===== src/rtl/serial_tx_ctrl.sv =====
// Frame controller for a flex_pts_sr serial output register: wraps each accepted word
// in start/stop bits and drives the register's load/shift strobes with bit-period timing.
module serial_tx_ctrl #(
    parameter int unsigned DATA_BITS    = 8,
    parameter int unsigned CLKS_PER_BIT = 10,
    parameter bit          SHIFT_MSB    = 1'b1
) (
    input  logic                   clk,
    input  logic                   n_rst,
    input  logic [DATA_BITS-1:0]   tx_data,
    input  logic                   tx_valid,
    output logic                   tx_ready,
    output logic                   pts_load,
    output logic                   pts_shift,
    output logic [DATA_BITS+1:0]   pts_data,
    output logic                   busy,
    output logic                   frame_done
);

    localparam int unsigned FRAME_BITS = DATA_BITS + 2;
    localparam int unsigned CW = (CLKS_PER_BIT > 1) ? $clog2(CLKS_PER_BIT) : 1;
    localparam int unsigned BW = $clog2(FRAME_BITS);

    localparam logic [CW-1:0] CLK_LAST = CW'(CLKS_PER_BIT - 1);
    localparam logic [BW-1:0] BIT_LAST = BW'(FRAME_BITS - 1);

    localparam logic [1:0] ST_IDLE = 2'd0;
    localparam logic [1:0] ST_LOAD = 2'd1;
    localparam logic [1:0] ST_SEND = 2'd2;
    localparam logic [1:0] ST_PARK = 2'd3;

    logic [1:0]            state_q,   state_d;
    logic [DATA_BITS-1:0]  data_q,    data_d;
    logic [CW-1:0]         clk_cnt_q, clk_cnt_d;
    logic [BW-1:0]         bit_cnt_q, bit_cnt_d;
    logic [FRAME_BITS-1:0] frame;

    always_ff @(posedge clk or negedge n_rst) begin
        if (!n_rst) begin
            state_q   <= ST_IDLE;
            data_q    <= '0;
            clk_cnt_q <= '0;
            bit_cnt_q <= '0;
        end else begin
            state_q   <= state_d;
            data_q    <= data_d;
            clk_cnt_q <= clk_cnt_d;
            bit_cnt_q <= bit_cnt_d;
        end
    end

    always_comb begin
        state_d   = state_q;
        data_d    = data_q;
        clk_cnt_d = clk_cnt_q;
        bit_cnt_d = bit_cnt_q;
        case (state_q)
            ST_IDLE: begin
                if (tx_valid) begin
                    data_d  = tx_data;
                    state_d = ST_LOAD;
                end
            end
            ST_LOAD: begin
                clk_cnt_d = '0;
                bit_cnt_d = '0;
                state_d   = ST_SEND;
            end
            ST_SEND: begin
                if (clk_cnt_q == CLK_LAST) begin
                    clk_cnt_d = '0;
                    if (bit_cnt_q < BIT_LAST) begin
                        bit_cnt_d = bit_cnt_q + 1'b1;
                    end else begin
                        state_d = ST_PARK;
                    end
                end else begin
                    clk_cnt_d = clk_cnt_q + 1'b1;
                end
            end
            ST_PARK: state_d = ST_IDLE;
            default: state_d = ST_IDLE;
        endcase
    end

    // Start bit must sit on the end the downstream register shifts out first.
    always_comb begin
        frame = '1;
        if (SHIFT_MSB) begin
            frame[FRAME_BITS-1] = 1'b0;
            for (int unsigned i = 0; i < DATA_BITS; i++) begin
                frame[FRAME_BITS-2-i] = data_q[i];
            end
        end else begin
            frame[0] = 1'b0;
            for (int unsigned i = 0; i < DATA_BITS; i++) begin
                frame[i+1] = data_q[i];
            end
        end
    end

    assign tx_ready   = (state_q == ST_IDLE);
    assign busy       = (state_q != ST_IDLE);
    assign pts_load   = (state_q == ST_LOAD) || (state_q == ST_PARK);
    assign pts_shift  = (state_q == ST_SEND) && (clk_cnt_q == CLK_LAST) && (bit_cnt_q < BIT_LAST);
    assign pts_data   = (state_q == ST_LOAD) ? frame : '1;
    assign frame_done = (state_q == ST_PARK);

endmodule

===== config.mk =====
export PLATFORM = sky130hd
export DESIGN_NAME = serial_tx_ctrl
export DESIGN_NICKNAME = d
export VERILOG_FILES = /design/src/rtl/serial_tx_ctrl.sv
export SDC_FILE = /design/constraint.sdc
export NUM_CORES = 1
export LEC_CHECK = 0
export CORE_UTILIZATION = 47
export DETAILED_ROUTE_END_ITERATION = 16
export PLACE_DENSITY = 0.81
export SKIP_LAST_GASP = 1
export SLEW_MARGIN = 10
export SYNTH_ARGS = -nofsm -noshare
export SYNTH_HDL_FRONTEND = slang
export SYNTH_SLANG_ARGS = --single-unit

===== constraint.sdc =====
create_clock -name clk -period 1.85 [get_ports clk]
set_input_delay 0.555 -clock clk [delete_from_list [all_inputs] [get_ports clk]]
set_output_delay 0.555 -clock clk [all_outputs]
set_load 0.02 [all_outputs]

== After elaboration in Yosys (flattened, before gate mapping) ==
Index checks and enable logic that the tools add are counted.
Operators by class
  reduce and logical (&&, ||, !) cells: 9
  $add $sub $neg: 2
  muxes and demuxes: 10
  divide/modulo/power cells: 0
  bitwise logic cells: 0
  shifts and indexed selects: 0
  equal/unequal tests: 8
  multipliers: 0
  order comparisons: 1
Operators by type and width (number)
  4-bit one-hot mux with 2 select lines: 2
  4-bit 2-to-1 mux: 3
  10-bit 2-to-1 mux: 1
  4-bit by 1-bit adder with 4-bit output (second input constant): 2
  2-bit one-hot mux with 4 select lines: 1
  2-bit 2-to-1 mux: 3
  3-bit AND reduction: 2
  2-bit equality test (second input constant): 2
  4-bit equality test (second input constant): 1
  4-bit less-than comparator (second input constant): 1
  2-bit by 1-bit != test with 1-bit output (second input constant): 2
  2-bit != test (second input constant): 2
  2-bit nonzero test: 2
  2-bit by 1-bit equality test with 1-bit output (second input constant): 1
  1-bit logical AND: 2
  2-bit zero test: 1
  2-bit AND reduction: 1
  1-bit logical OR: 1
Storage, ports and cells
  output and inout port bits: 15
  bits in writable memories: 0
  bits in registers: 18
  bits of input ports: 11
  memories kept: 0
  logic and storage cells: 34
  ROM bits: 0
  bits in latches: 0

== Longest topological paths before layout ==
  depth in word-level cells: 4
  mapped depth: 6
  gate-level depth less buffers: 6

== Least setup slack after synthesis ==
No wires, ideal clock.
  path type: reg-to-output
  start: reg bit_cnt_q[0]
  end: out pts_shift
  cell stages (with the launch flop): 6
  buffers on the path: 0
  required time: 1.295 ns
  arrival time: 1.268 ns
  setup slack: 0.027 ns
  cell sequence: dfrtp_1 > inv_1 > ha_1 > nand2b_4 > a211oi_4 > and2_2
On the way
  longest elaborated chain between the ends: 2
RTL lines
  start, declared: RTL line 35  | logic [BW-1:0] bit_cnt_q, bit_cnt_d;
  start signal, assigned: RTL line 48  | bit_cnt_q <= bit_cnt_d;
  4-bit less-than comparator: RTL line 105  | assign pts_shift = (state_q == ST_SEND) && (clk_cnt_q == CLK_LAST) && (bit_cnt_q < BIT_LAST);
  1-bit logical AND: RTL line 105
  end, declared: RTL line 14  | output logic pts_shift,
Every way passes these cells.

== Worst setup path in the final report ==
Ends and elaborated chain as after synthesis.

==> summary.txt <==
Layout
  • Non-filler instance count after layout: 178
  • Post-route cell area: ~1700 um2
  • Reg area: around 450 um2
  • Commonest non-fill, non-tap cell in the layout: buf_4
  • Share of layout cells above drive strength 1: 0.5364
  • Area of the multi-input gates: just over 600 um2
  • Most frequent cells in the layout: buf_4 (23), buf_6 (19), dfrtp_1 (17)
  • Nets: 172
  • FILL cells: slightly above 90
  • Layout area overhead: 68.59%
  • N_diodes: 0

Clock tree
  • CTS tree: yes
  • Worst-skew pair later-pin latency: ~0.30 ns
  • Clock Root Buffer: clkbuf_4
  • CTS Buf Count: 3
  • Clock sink total: 18
  • Worst-path clk slew: about 0.1 ns
  • CTS H-Tree Depth: 1
  • CTS max path bufs: 2
  • CTS hold repair buffers: 0

Critical path
  • CP Launch Point: bit_cnt_q[0]$_DFFE_PN0P_
  • Crit-path max cell delay: 0.40 ns
  • Slowest CP cell: dfrtp_1
  • Crit Path Class: flip-flop to output pin
  • CP Cell Sequence: inv_1 -> ha_2 -> nand2b_4 -> a211oi_4 -> and2_4 -> buf_6
  • Startpoint types: flip-flop
  • Crit path max fanout: 2
  • Reg-to-reg startpoint: state_q[1]$_DFFE_PN0P_
  • Worst EP arrival: about 1.5 ns
  • WP data required: ~1.3 ns
  • Endpoint type of the worst setup path: output pin

Yosys
  • Yosys Warn Count: 0
  • Register area share after synthesis: 0.4417
  • Yosys cell types: 29
  • Synth Net Count: about 110
  • Cells after synthesis: 94
  • Avg Cell Area, Syn: approximately 11 um2
  • Post-Syn Area: between 1000 and 1500 um2
  • Flip-flop and latch count after synthesis: 18

Timing
  • Fin worst setup slack: -0.2087 ns
  • Clock skew: approximately 0.0036 ns
  • Tmin final: slightly above 2 ns
  • RSZ-0062 raised after global routing: yes
  • Max Slew Vio Count: 0
  • Fmax: between 400 and 500 MHz
  • Count of endpoints failing setup in the final report: 9
  • Final hold violation count: 0
  • Tcrit/Tclk final: 1.113

Run status
  • Status: complete, but fails checks
  • Failing checks: DRC, setup timing

Drt
  • DRT iter0 DRCs: 24
  • Routed vias/inst: around 5.2
  • Final WL: roughly 2900 um
  • # DRC: 2
  • Routed Antenna Nets: 0
  • Via count: approximately 900
  • Initial DRT Pass Iterations: 12
  • DR WL/cell: 16.52 um

Power
  • VDD IR-drop max: between 1000 and 1500 uV
  • P_leak: between 0.8 and 0.9 nW
  • PwrDens: 1580 nW/um2

Die
  • Row cnt: 16
  • Area of the core: between 2000 and 2500 um2
  • DIE AREA: ~2400 um2
  • Die extent in x: 48.58 um
  • I/O pins: 26
  • Initial Util: 0.5094
  • Die Ht: about 49 um

Placement
  • Placed cells: ~160
  • Placed Area: between 1000 and 1500 um2
  • DP HPWL: 1691 um
  • Pre-CTS setup slack: -0.4090 ns
  • GP Congestion: roughly 0.73
  • I/O Buffers: 24

Global route
  • GRT overflow: 0
  • Vias in the first global route: around 940
  • Initial antenna violation count: 0
  • Total track usage: 0.2539
  • First-pass GRT wire length: around 4400 um
  • Largest net degree at the start of global routing: 19

Hold path
  • Hold_sp: data_q[4]$_DFFE_PN0P_
  • Worst min-delay path category: flip-flop to flip-flop

Job
  • Max-cap violations: 0
-- final timing paths --
path	end	slack, ns	cells past startpoint
worst max-delay path	pts_shift	-0.21	6
worst min-delay path	data_q[4]$_DFFE_PN0P_	0.52	1
worst max register to register	state_q[1]$_DFFE_PN0P_	0.15	6
worst min register to register	data_q[4]$_DFFE_PN0P_	0.52	1
max in group asynchronous	state_q[0]$_DFFE_PN0P_	1.06	2
min in group asynchronous	clk_cnt_q[3]$_DFFE_PN0P_	0.58	2
-- through the flow --
step                      utilization  power, mW  TNS [ns]  hold WS [ns]
after detailed placement       0.7025      1.887    -2.593        0.4841
after global placement         0.7025      1.843    -2.351        0.4796
after CTS                      0.7950      2.404   -0.5565        0.5174
final                          0.8588      2.716    -1.056        0.5167
after floorplan                     -      1.361         0        0.2594
after global routing           0.8588      2.868    -1.469        0.5479
-- metal layers --
metal / track usage / vias to the layer above / share of wire
li1: - / 430 / -
met1: 0.2892 / 450 / 0.39
met2: 0.4836 / 39 / 0.56
met3: 0.03145 / 4 / 0.042
met4: 0.08824 / 0 / 0.012
met5: 0 / - / 0
-- cell families after synthesis --
logic type / Yosys count / share of synthesized area
buffers and inverters: 13 / 0.05154
flip-flops: 18 / 0.4417
multiplexers: 11 / 0.1178
AO/OA/AOI/OAI: 15 / 0.1252
AND/OR/NAND/NOR: 27 / 0.1497
other: 1 / 0.003677
adder cells (fa/ha/maj): 9 / 0.1104
-- what timing repair did --
action	in CTS	in global routing
setup buffers	8	7
setup endpoints to repair	14	13
pin swaps	4	4
resized for setup	95	17
-- registers in the layout, indices dropped and copies added (netlist names) --
| name | cells |
|---|---|
| data_q | 8 |
| bit_cnt_q | 4 |
| clk_cnt_q | 4 |
| state_q | 2 |
-- power by group --
part           total, mW  switching [mW]  internal [mW]
logic               1.83           0.822           1.00
registers          0.647           0.103          0.544
clock network      0.244           0.124          0.120
-- layout make-up --
| cell class | count | share of cell area |
|---|---|---|
| inverter | 10 | 0.02329 |
| timing repair buffer | 56 | 0.3122 |
| sequential | 18 | 0.2627 |
| clock buffer | 4 | 0.02111 |
| tap | 27 | 0.01965 |
| multi-input combinational | 63 | 0.3610 |
-- synthesized netlist by cell type --
library cell	number	share of area
dfrtp_1	18	0.44
inv_1	10	0.037
ha_1	9	0.11
nand2b_1	9	0.055
mux2_2	8	0.088
nand2_1	7	0.026
nor2_1	4	0.015
mux2i_1	3	0.029
a21oi_1	2	0.0098
a22o_1	2	0.017
clkbuf_1	2	0.0074
nand3_1	2	0.0098
o21ai_0	2	0.0098
a211o_1	1	0.0086
a211oi_2	1	0.012
a211oi_4	1	0.020
a21oi_2	1	0.0086
a41oi_1	1	0.0086
and2_2	1	0.0074
and4b_2	1	0.011
buf_4	1	0.0074
conb_1	1	0.0037
nand2b_4	1	0.013
nand4_1	1	0.0061
o211ai_1	1	0.0074
o21a_1	1	0.0074
o22ai_1	1	0.0061
o32a_1	1	0.0098
or2_2	1	0.0061
-- critical path, delay by kind of cell, from the launching register on --
family,cells,cell delay [ns]
buffers and inverters,2,0.18
AND/OR/NAND/NOR,2,0.25
AO/OA/AOI/OAI,1,0.20
adder cells (fa/ha/maj),1,0.18
flip-flops,1,0.40
No activity file was read; power rests on OpenSTA's default activity.
